### config.mk
export PLATFORM = sky130hd
export DESIGN_NAME = membrane_element
export DESIGN_NICKNAME = d
export VERILOG_FILES = /design/src/rtl/snn_pkg.sv /design/src/rtl/saturating_adder.sv /design/src/rtl/membrane_element.sv
export SDC_FILE = /design/constraint.sdc
export NUM_CORES = 1
export LEC_CHECK = 0
export ABC_AREA = 1
export CAP_MARGIN = 25
export CORE_MARGIN = 3
export CORE_UTILIZATION = 46
export CTS_CLUSTER_SIZE = 14
export DETAILED_ROUTE_END_ITERATION = 10
export PLACE_DENSITY = 0.73
export SYNTH_ARGS = -nofsm -noshare
export SYNTH_HDL_FRONTEND = slang
export SYNTH_SLANG_ARGS = --single-unit
### constraint.sdc
create_clock -name clk -period 5.93 [get_ports clk]
set_input_delay 1.186 -clock clk [delete_from_list [all_inputs] [get_ports clk]]
set_output_delay 1.186 -clock clk [all_outputs]
set_load 0.005 [all_outputs]
### src/rtl/snn_pkg.sv
// Shared types and saturating arithmetic helpers for the spiking-network datapath.
// Saturation bounds are set by a width argument so one helper serves every datapath width.
package snn_pkg;

  localparam int unsigned SNN_DATA_WIDTH = 16;

  localparam logic signed [SNN_DATA_WIDTH-1:0] DATA_MAX = {1'b0, {(SNN_DATA_WIDTH-1){1'b1}}};
  localparam logic signed [SNN_DATA_WIDTH-1:0] DATA_MIN = {1'b1, {(SNN_DATA_WIDTH-1){1'b0}}};

  typedef enum logic [1:0] {
    StIdle,
    StAccum,
    StFire
  } state_e;

  // Operands are sign-extended to 32 bits; the result is clamped to a width-bit signed range.
  function automatic logic signed [31:0] sat_add(input logic signed [31:0] a,
                                                 input logic signed [31:0] b,
                                                 input int unsigned width);
    logic signed [33:0] s;
    logic signed [33:0] hi;
    logic signed [33:0] lo;
    s  = 34'(a) + 34'(b);
    hi = (34'sd1 <<< (width - 1)) - 34'sd1;
    lo = -(34'sd1 <<< (width - 1));
    if (s > hi) begin
      s = hi;
    end else if (s < lo) begin
      s = lo;
    end
    return 32'(s);
  endfunction

  function automatic logic signed [31:0] sat_sub(input logic signed [31:0] a,
                                                 input logic signed [31:0] b,
                                                 input int unsigned width);
    logic signed [33:0] s;
    logic signed [33:0] hi;
    logic signed [33:0] lo;
    s  = 34'(a) - 34'(b);
    hi = (34'sd1 <<< (width - 1)) - 34'sd1;
    lo = -(34'sd1 <<< (width - 1));
    if (s > hi) begin
      s = hi;
    end else if (s < lo) begin
      s = lo;
    end
    return 32'(s);
  endfunction

endpackage

### src/rtl/saturating_adder.sv
// Signed a +/- b that clamps to the representable range instead of wrapping.
module saturating_adder #(
  parameter int unsigned DATA_WIDTH = 16
) (
  input  logic signed [DATA_WIDTH-1:0] a_i,
  input  logic signed [DATA_WIDTH-1:0] b_i,
  input  logic                         sub_i,
  output logic signed [DATA_WIDTH-1:0] y_o
);

  logic signed [DATA_WIDTH:0] a_ext;
  logic signed [DATA_WIDTH:0] b_ext;
  logic signed [DATA_WIDTH:0] sum;

  always_comb begin
    a_ext = {a_i[DATA_WIDTH-1], a_i};
    b_ext = {b_i[DATA_WIDTH-1], b_i};
    sum   = sub_i ? (a_ext - b_ext) : (a_ext + b_ext);
    // One guard bit: overflow shows as disagreement between the two top bits.
    if (sum[DATA_WIDTH] != sum[DATA_WIDTH-1]) begin
      y_o = sum[DATA_WIDTH] ? {1'b1, {(DATA_WIDTH-1){1'b0}}} : {1'b0, {(DATA_WIDTH-1){1'b1}}};
    end else begin
      y_o = sum[DATA_WIDTH-1:0];
    end
  end

endmodule

### src/rtl/membrane_element.sv
// Integrate-and-fire membrane stage: accumulates a timestep of partial sums, presents the
// potential for one FIRE cycle, then soft-resets on spike or leaks toward zero otherwise.
module membrane_element
  import snn_pkg::*;
#(
  parameter int unsigned DATA_WIDTH    = 16,
  parameter int unsigned NUM_TIMESTEPS = 8,
  localparam int unsigned TsWidth      = (NUM_TIMESTEPS > 1) ? $clog2(NUM_TIMESTEPS) : 1
) (
  input  logic                         clk,
  input  logic                         rst,
  input  logic                         start,
  input  logic                         in_valid,
  output logic                         in_ready,
  input  logic                         in_last,
  input  logic signed [DATA_WIDTH-1:0] partial_sum,
  input  logic signed [DATA_WIDTH-1:0] threshold,
  input  logic [3:0]                   leak_shift,
  input  logic                         spike,
  output logic signed [DATA_WIDTH-1:0] membrane_potential,
  output logic                         mp_valid,
  output logic [TsWidth-1:0]           timestep,
  output logic                         done
);

  state_e state_q, state_d;
  logic signed [DATA_WIDTH-1:0] vmem_q, vmem_d;
  logic signed [DATA_WIDTH-1:0] acc_q, acc_d;
  logic signed [DATA_WIDTH-1:0] mp_q, mp_d;
  logic [TsWidth-1:0]           ts_q, ts_d;
  logic                         done_q, done_d;

  logic signed [DATA_WIDTH-1:0] acc_sum;
  logic signed [DATA_WIDTH-1:0] vm_a, vm_b, vm_sum;
  logic                         vm_sub;
  logic signed [DATA_WIDTH-1:0] leak;
  logic                         is_fire;

  assign is_fire = (state_q == StFire);

  saturating_adder #(
    .DATA_WIDTH(DATA_WIDTH)
  ) u_acc_add (
    .a_i  (acc_q),
    .b_i  (partial_sum),
    .sub_i(1'b0),
    .y_o  (acc_sum)
  );

  // Shared between the ACCUM integrate (vmem + acc) and the FIRE soft reset (mp - threshold).
  assign vm_a   = is_fire ? mp_q : vmem_q;
  assign vm_b   = is_fire ? threshold : acc_sum;
  assign vm_sub = is_fire;

  saturating_adder #(
    .DATA_WIDTH(DATA_WIDTH)
  ) u_vmem_add (
    .a_i  (vm_a),
    .b_i  (vm_b),
    .sub_i(vm_sub),
    .y_o  (vm_sum)
  );

  // Leak has the same sign as mp and no larger magnitude, so mp - leak cannot overflow.
  assign leak = mp_q >>> leak_shift;

  always_comb begin
    state_d = state_q;
    vmem_d  = vmem_q;
    acc_d   = acc_q;
    mp_d    = mp_q;
    ts_d    = ts_q;
    done_d  = 1'b0;
    unique case (state_q)
      StIdle: begin
        if (start) begin
          vmem_d  = '0;
          acc_d   = '0;
          ts_d    = '0;
          state_d = StAccum;
        end
      end
      StAccum: begin
        if (in_valid) begin
          acc_d = acc_sum;
          if (in_last) begin
            mp_d    = vm_sum;
            state_d = StFire;
          end
        end
      end
      StFire: begin
        if (spike) begin
          vmem_d = vm_sum;
        end else if (leak_shift != 4'd0) begin
          vmem_d = mp_q - leak;
        end else begin
          vmem_d = mp_q;
        end
        acc_d = '0;
        if (ts_q == TsWidth'(NUM_TIMESTEPS - 1)) begin
          done_d  = 1'b1;
          state_d = StIdle;
        end else begin
          ts_d    = ts_q + TsWidth'(1);
          state_d = StAccum;
        end
      end
      default: state_d = StIdle;
    endcase
  end

  always_ff @(posedge clk) begin
    if (rst) begin
      state_q <= StIdle;
      vmem_q  <= '0;
      acc_q   <= '0;
      mp_q    <= '0;
      ts_q    <= '0;
      done_q  <= 1'b0;
    end else begin
      state_q <= state_d;
      vmem_q  <= vmem_d;
      acc_q   <= acc_d;
      mp_q    <= mp_d;
      ts_q    <= ts_d;
      done_q  <= done_d;
    end
  end

  assign in_ready           = (state_q == StAccum);
  assign mp_valid           = is_fire;
  assign membrane_potential = mp_q;
  assign timestep           = ts_q;
  assign done               = done_q;

endmodule

**Yosys cells after proc, flatten, opt, wreduce, memory -nomap -nowiden**

Cells that the tools add are included.

- Add/subtract/negate cells: 5
- Eq/ne operators: 9
- Shift-type cells: 1
- Muxes and demuxes: 22
- Bitwise logic cells: 1
- Reduce and logical (&&, ||, !) cells: 10

Operators by type and width:

| kind | count |
|---|---|
| 16-bit two-way mux | 10 |
| 16-bit one-hot mux with 3 select lines | 1 |
| 16-bit by 16-bit adder with 17-bit output | 2 |
| 16-bit one-hot mux with 2 select lines | 1 |
| 17-bit two-way mux | 1 |
| 16-bit by 16-bit subtractor with 17-bit output | 1 |
| 16-bit by 4-bit >>> shifter with 16-bit output | 1 |
| 16-bit subtractor | 1 |
| 3-bit AND reduction | 4 |
| 2-bit two-way mux | 3 |
| 3-bit two-way mux | 2 |
| 2-bit inequality test (second input constant) | 3 |
| 2-bit one-hot mux with 3 select lines | 1 |
| 3-bit one-hot mux with 2 select lines | 1 |
| 4-bit nonzero test | 1 |
| 3-bit by 1-bit adder with 3-bit output (second input constant) | 1 |
| 3-bit equality test (second input constant) | 1 |
| 3-bit nonzero test | 1 |
| 2-bit by 1-bit equality test with 1-bit output (second input constant) | 1 |
| 2-bit equality test (second input constant) | 1 |
| 2-bit logical NOT | 1 |
| 1-bit two-way mux | 2 |
| 1-bit inequality test | 2 |
| 2-bit by 1-bit inequality test with 1-bit output (second input constant) | 1 |
| other kinds (4) | 4 |

- Register bits: 54
- Input bits: 42
- Output and inout port bits: 22
- Word-level logic and storage cells: 54

**Depth between registers and ports, before layout**

Gate-level depths: netlist of the first run.

- Word-level depth: 10
- Mapped depth: 41
- Gate-level depth less buffers: 39

**By module**

Synthesis of the first run repeated with hierarchy kept, for this count alone.

- Cell total of the unflattened synthesis: 1223
- Area total of the unflattened synthesis: 7204.4 um^2

By module, submodules not included:

| module | times used | cells each | area an instance (um^2) | seq. area each (um^2) |
|---|---|---|---|---|
| membrane_element | 1 | 706 | 4157.7 | 1081.0 |
| saturating_adder at u_acc_add | 1 | 259 | 1542.7 | 0.0 |
| saturating_adder at u_vmem_add | 1 | 258 | 1503.9 | 0.0 |

**Least setup slack after synthesis of the first run**

Ideal clock, no wire load.

- Path kind: input port to flip-flop
- Start point: in partial_sum[0]
- End point: reg vmem_q[10]
- Library setup time: 0.139 ns
- Data arrival time: 5.558 ns
- Required time: 5.791 ns
- Slack: 0.233 ns
- Stages on the path: 39
- Path buffers: 2
- Cell sequence: ha_1 > fa_1 > nand2_1 > nand2_1 > nand3_1 > nand2_2 > nand2_2 > nand3_1 > nand2_4 > nand2_4 > buf_6 > a21oi_2 > nand2_1 > o21ai_2 > nand2_1 > nor2_2 > nand2_2 > nor2_4 > [... 3 more ...] > nor3_2 > a21oi_1 > o21ai_1 > nand2_1 > ha_1 > a21oi_1 > nor2_1 > a211oi_1 > inv_1 > a221oi_1 > nand3_2 > nand2_2 > nand2_4 > buf_12 > nand2_2 > nand2_1 > nand2_1 > a21oi_2

- Cells in the longest elaborated chain, start to end: 10
- Elaborated cells on any way between the ends: 13
- Classes of those cells: 3 x add/sub; 2 x eq/ne; 8 x mux

Ends and longest elaborated chain:

| what | line | RTL |
|---|---|---|
| start, declared | membrane_element.sv:16 | `input logic signed [DATA_WIDTH-1:0] partial_sum,` |
| 16-bit by 16-bit adder with 17-bit output (*) | saturating_adder.sv:18 | `sum = sub_i ? (a_ext - b_ext) : (a_ext + b_ext);` |
| 16-bit two-way mux or 1-bit inequality test (tied branches) | saturating_adder.sv:21, saturating_adder.sv:20 |  |
| 16-bit two-way mux (*) | saturating_adder.sv:20 | `if (sum[DATA_WIDTH] != sum[DATA_WIDTH-1]) begin` |
| 16-bit two-way mux (*) | membrane_element.sv:52 | `assign vm_b = is_fire ? threshold : acc_sum;` |
| 16-bit by 16-bit adder with 17-bit output or 16-bit by 16-bit subtractor with 17-bit output (tied branches) | saturating_adder.sv:18 |  |
| 17-bit two-way mux (*) | saturating_adder.sv:18 |  |
| 16-bit two-way mux or 1-bit inequality test (tied branches) | saturating_adder.sv:21, saturating_adder.sv:20 |  |
| 16-bit two-way mux (*) | saturating_adder.sv:20 |  |
| 16-bit two-way mux (*) | membrane_element.sv:93 | `if (spike) begin` |
| 16-bit one-hot mux with 2 select lines (*) | membrane_element.sv:74 | `unique case (state_q)` |
| end signal, assigned | membrane_element.sv:123 | `vmem_q <= vmem_d;` |
| end, declared | membrane_element.sv:27 | `logic signed [DATA_WIDTH-1:0] vmem_q, vmem_d;` |

Every way passes the cells marked *; elsewhere a longest branch is shown, timed or not.
A chain may end at the register's enable or synchronous reset.

**Worst setup path after layout of the first run**

- Start point: in partial_sum[8]
- End point: reg vmem_q[4]

Same word-level chain as after synthesis.

==> results of run 1 <==
-- sequential cells by signal, indices dropped and copies added, names as in the netlist --
| register | cells |
|---|---|
| timestep | 3 |
| membrane_potential | 16 |
| state_q | 2 |
| done | 1 |
| vmem_q | 16 |
| acc_q | 16 |
-- report_power, final --
group / switching [W] / total [W] / leakage (nW) / internal, W
sequential: 0.0000163 / 0.000391 / 0.438 / 0.000375
combinational: 0.000509 / 0.000911 / 3.72 / 0.000402
clock: 0.000154 / 0.000357 / 0.0844 / 0.000202
total: 0.000680 / 0.00166 / 4.24 / 0.000979
-- per-layer routing --
metal | up-vias | wire length (um) | GRT usage, %
li1 | 3728 | - | -
met2 | 209 | 9678 | 45.13
met4 | 0 | 610 | 9.167
met3 | 43 | 794 | 2.104
met5 | - | 0 | 0
met1 | 3246 | 8625 | 31.35
-- final timing paths --
check                               start                 endpoint  slack, ns
hold / removal    vmem_q[15]$_SDFFE_PP0P_  vmem_q[15]$_SDFFE_PP0P_       0.47
setup reg to reg    acc_q[0]$_SDFFE_PP0P_   vmem_q[4]$_SDFFE_PP0P_       0.88
hold reg to reg   vmem_q[15]$_SDFFE_PP0P_  vmem_q[15]$_SDFFE_PP0P_       0.47
setup / recovery           partial_sum[8]   vmem_q[4]$_SDFFE_PP0P_       0.24
-- layout by cell type, fill, tap and decap left out, drive strengths merged, types with 22 or more instances in the layout --
| master | count |
|---|---|
| nand2 | 352 |
| nor2 | 59 |
| ha | 50 |
| xor2 | 22 |
| o21ai | 106 |
| inv | 119 |
| nand3 | 40 |
| clkdlybuf4s50 | 47 |
| dfxtp | 54 |
| buf | 122 |
| a21oi | 125 |
-- area by class of cell --
cell class / count / area share [%]
multi-input combinational: 833 / 59.69
timing repair buffer: 184 / 18.19
sequential: 54 / 12.40
inverter: 121 / 5.211
tap: 176 / 2.527
clock buffer: 5 / 1.436
clock inverter: 3 / 0.5455
-- stage by stage --
stage / total power [W] / setup TNS (ns) / hold slack, ns / utilization, %
floorplan: 0.0008942 / 0 / 0.4422 / -
global placement: 0.001153 / -7.409 / 0.4524 / 58.22
detailed placement: 0.001163 / -12.54 / 0.4575 / 58.22
CTS: 0.001553 / 0 / 0.4692 / 60.72
global route: 0.001775 / -1.071 / 0.4884 / 65.56
finish: 0.001659 / 0 / 0.4691 / 65.56
-- repair_timing --
action	4_1_cts	5_1_grt
buffers inserted	5	14
cloned	2	0
endpoints found under the hold margin	0	0
endpoints found under the setup margin	32	32
gates resized for setup	17	120
pin swaps	12	78
-- worst max-delay path: cells and delay by family --
family / cells / cell delay [ns]
AO/OA/AOI/OAI: 3 / 0.31
XOR/XNOR: 1 / 0.13
adder cells (fa/ha/maj): 2 / 0.66
buffers and inverters: 6 / 0.75
AND/OR/NAND/NOR: 26 / 2.80
-- cells by family (layout without fill, tap and decap cells) --
| logic type | after synthesis | count (layout) | synth area share [%] |
|---|---|---|---|
| AND/OR/NAND/NOR | 474 | 476 | 32.56 |
| AO/OA/AOI/OAI | 265 | 265 | 23.94 |
| buffers and inverters | 156 | 313 | 9.890 |
| flip-flops | 54 | 54 | 17.19 |
| adder cells (fa/ha/maj) | 53 | 53 | 10.91 |
| XOR/XNOR | 35 | 35 | 4.876 |
| multiplexers | 4 | 4 | 0.6368 |
==> reports/metrics.csv, run 1 <==
stage;metric;value;unit
status;status;complete, no violations;
global_routing;grt_max_degree;66;
logic_synthesis;async_reset_ff_share;0;%
clocking;cts.sinks;54;
sta;hold_violations;0;
sta;fin_crit_sh;96.01;%
layout;layout.cells.non_filler;1376;
logic_synthesis;synth.distinct_cells;50;
global_routing;grt_pass1_wl;31060;um
worst_hold_path;holdPathStages;2;
clocking;cts_hold_buf;0;
logic_synthesis;syn_inst;1041;
die;start_util;47.29;%
power;p_leak;4.244;nW
global_routing;antenna_found_initial;0;
setup_path;max_stage_delay;0.36;ns
power;ir_worst_vdd;0.1183;mV
clocking;clockBufferDepth;2;
clocking;htreeDepth;2;
route;via_per_inst;5.251;
logic_synthesis;synth_common_cells;317 x nand2_1, 115 x inv_1, 107 x a21oi_1;
placed_design;dpl.hpwl;13940;um
die;die_h;122.9;um
logic_synthesis;postSynthNetCount;1136;
clocking;cts_tree;built;
setup_path;worst_setup_path_end_kind;register;
layout;post-route-cell-area;8716;um^2
die;die_area;15110;um^2
logic_synthesis;yosys_warnings;0;
route;routed_wl;19710;um
logic_synthesis;yosysTopAreaCellShare;18.93;%
layout;syn_to_final_growth;38.63;%
route;drtPass1Iterations;5;
layout;drive_above_1_share;24.50;%
logic_synthesis;yosysSeqAreaShare;17.19;%
die;io_pins;64;
route;num_vias;7226;
route;drc_errors;0;
logic_synthesis;yosysMostFrequentCell;nand2_1;
clocking;insertion_delay;0.31;ns
sta;tightest_slew;0.9409;ns
job;drv_cap;0;
logic_synthesis;syn_avg_cell_area;6.040;um^2
logic_synthesis;synth_edf_count;0;
setup_path;crit_arrival;5.87;ns
sta;slew_violations;0;
global_routing;grt_usage;25.15;%
route;drt_iter0_drc;384;
die;rows;42;
placed_design;dpl.cell_count;1347;
sta;min_period;5.693;ns
sta;fin_worst_skew;0.005959;ns
layout;seq_area;1081;um^2
die;core;13300;um^2
sta;finalSetupViolations;0;
layout;fillers;1170;
sta;relSlewSlack;37.27;%
logic_synthesis;ys_ff_latch;54;
setup_path;slowest_stage;ha_1;
global_routing;grt_pass1_vias;6827;
setup_path;worstRegToRegCells;37;
worst_hold_path;hold_path.class;reg2reg;
placed_design;pre_cts_ws;-0.4780;ns
logic_synthesis;synthFlopType;dfxtp_1;
setup_path;worst_ep_required_time;6.11;ns
placed_design;postPlaceCellArea;7740;um^2
power;pwr_density_cell;190.3;nW/um^2
logic_synthesis;synth_top_cell_by_area;nand2_1;
sta;setup_ws;0.2367;ns
setup_path;crit_fanout;8;
route;avgRoutedWirePerCell;14.32;um
sta;fmax;175.6;MHz
clocking;cts_root_buf;clkbuf_16;
route;postRouteAntennaNets;0;
layout;nets;1294;
placed_design;io_buffers;63;
setup_path;setup.worst_path.start_class;input pin;
logic_synthesis;netlist_area;6287;um^2
clocking;cts_made_buffers;5;
placed_design;gp_congestion;0.9260;
logic_synthesis;synth.area.top_cells;nand2_1 19%, dfxtp_1 17%, ha_1 10%;
setup_path;path_class;in2reg;
clocking;clkTransAtPathRegs;0.08;ns
layout;n_antenna_cell;0;
setup_path;cpMostUsedCell;nand2_4;
global_routing;grt-ovfl-total;0;
layout;multi_input_area;5202;um^2
die;die_w;122.9;um
(Power assumes the default switching activity.)
==> run 2: changes to the inputs <==
- GPL_TIMING_DRIVEN: default -> 0
==> run 2 against run 1 <==
  * Die area unchanged
  * First-iteration DRC count shrank 11%
  * Cell count is 3.7% lower
  * Via count fell by 3.4%
  * Core utilization shrank 4.1 points
  * Sequential power about the same
  * Flip-flop and latch count stayed put
  * Critical endpoint is now vmem_q[2]$_SDFFE_PP0P_
==> reports/metrics.csv, run 2 (synthesis results as in run 1) <==
stage;metric;value;unit
clocking;cts_tree;built;
route;avgRoutedWirePerCell;14.92;um
route;routed_wl;19770;um
clocking;cts_made_buffers;5;
sta;hold_violations;0;
clocking;cts.sinks;54;
setup_path;cpMostUsedCell;nand2_1;
route;postRouteAntennaNets;0;
placed_design;postPlaceCellArea;7118;um^2
power;p_total;0.001539;W
route;met1_length;8583;um
setup_path;worst_ep_required_time;6.16;ns
layout;mostFrequentLayoutCells;291 x nand2_1, 111 x inv_1, 96 x a21oi_1;
global_routing;grt_usage;25.61;%
clocking;insertion_delay;0.31;ns
layout;drive_above_1_share;18.89;%
sta;slew_violations;0;
route;num_vias;6983;
placed_design;dpl.cell_count;1278;
layout;nets;1243;
setup_path;max_stage_delay;0.38;ns
sta;finalSetupTns;0;ns
setup_path;slowest_stage;a221oi_2;
die;rows;42;
die;die_w;122.9;um
route;drtPass1Iterations;5;
sta;setup_ws;0.1471;ns
route;dr_wl_met2;9763;um
route;met3_length;725;um
placed_design;gp_congestion;0.9191;
power;pwr_density_cell;188.4;nW/um^2
route;top_layer;met4;
sta;fin_worst_skew;0.01175;ns
die;die_area;15110;um^2
layout;layout.cells.non_filler;1325;
layout;post-route-cell-area;8168;um^2
placed_design;io_buffers;61;
die;die_h;122.9;um
die;io_pins;64;
route;drc_errors;0;
sta;min_period;5.783;ns
setup_path;path_class;in2reg;
clocking;cts_hold_buf;0;
route;via_per_inst;5.270;
clocking;clockBufferDepth;2;
global_routing;grt_max_degree;19;
sta;finalSetupViolations;0;
layout;mostFrequentLayoutCell;nand2_1;
layout;seq_area;1081;um^2
status;status;complete, no violations;
placed_design;pre_cts_ws;-0.9515;ns
route;drt_iter0_drc;341;
global_routing;grt-ovfl-total;0;
clocking;cts_root_buf;clkbuf_16;
layout;syn_to_final_growth;29.91;%
setup_path;crit_fanout;7;
layout;fillers;1240;
global_routing;grt_pass1_vias;6817;
layout;multi_input_area;5161;um^2
power;ir_worst_vdd;0.1132;mV
sta;relSlewSlack;39.10;%
layout;n_antenna_cell;0;
global_routing;antenna_found_initial;0;
job;drv_cap;0;
setup_path;setup.worst_path.start_class;input pin;
clocking;clkTransAtPathRegs;0.07;ns
die;start_util;47.29;%
setup_path;crit_arrival;6.02;ns
placed_design;dpl.hpwl;14690;um
global_routing;grt_pass1_wl;31460;um
clocking;htreeDepth;2;
power;p_leak;3.750;nW
die;core;13300;um^2
sta;fmax;172.9;MHz
setup_path;worst_setup_path_end_kind;register;
sta;tightest_slew;0.9074;ns
worst_hold_path;hold_path.class;reg2reg;
sta;fin_crit_sh;97.52;%
run 2: final timing paths:
check                               start  cells after the start                endpoint  slack [ns]
setup / recovery          partial_sum[10]                     38  vmem_q[2]$_SDFFE_PP0P_        0.15
hold / removal     vmem_q[0]$_SDFFE_PP0P_                      2  vmem_q[0]$_SDFFE_PP0P_        0.47
setup reg to reg  state_q[1]$_SDFFE_PP0P_                     31  vmem_q[2]$_SDFFE_PP0P_        0.80
hold reg to reg    vmem_q[0]$_SDFFE_PP0P_                      2  vmem_q[0]$_SDFFE_PP0P_        0.47
run 2: through the flow:
step | hold slack [ns] | utilization (%)
final | 0.4669 | 61.43
after global routing | 0.5002 | 61.43
after CTS | 0.4683 | 58.57
after detailed placement | 0.4572 | 53.54
after global placement | 0.4529 | 53.54
after floorplan | 0.4422 | -
run 2: timing repair:
action                     4_1_cts  5_1_grt
pin swaps                       41       39
gates cloned                     2        0
gates resized for setup         73       67
setup endpoints to repair       32       32
setup buffers                   22       15
run 2: area by class of cell:
type | instances | share of cell area [%]
clock inverter | 2 | 0.2451
inverter | 121 | 5.561
tap | 176 | 2.696
buffer | 35 | 2.099
sequential | 54 | 13.24
timing repair buffer | 100 | 11.27
clock buffer | 6 | 1.700
multi-input combinational | 831 | 63.19
run 2: power breakdown:
group          switching, W  internal (W)  total (W)  leakage, nW
Combinational      0.000488      0.000335   0.000823         3.23
Sequential        0.0000157      0.000375   0.000391        0.438
Clock              0.000152      0.000173   0.000325       0.0794
Total              0.000656      0.000883    0.00154         3.75
run 2: worst max-delay path, delay by kind of cell:
kind                     cells  cell delay [ns]
adder cells (fa/ha/maj)      2             0.58
AND/OR/NAND/NOR             19             1.66
AO/OA/AOI/OAI                9             1.45
buffers and inverters        8             1.13
run 2: layer usage:
layer	up-vias	GRT usage, %
li1	3627	-
met1	3128	30.73
met2	178	47.35
met3	50	2.379
met4	0	9.097
met5	-	0
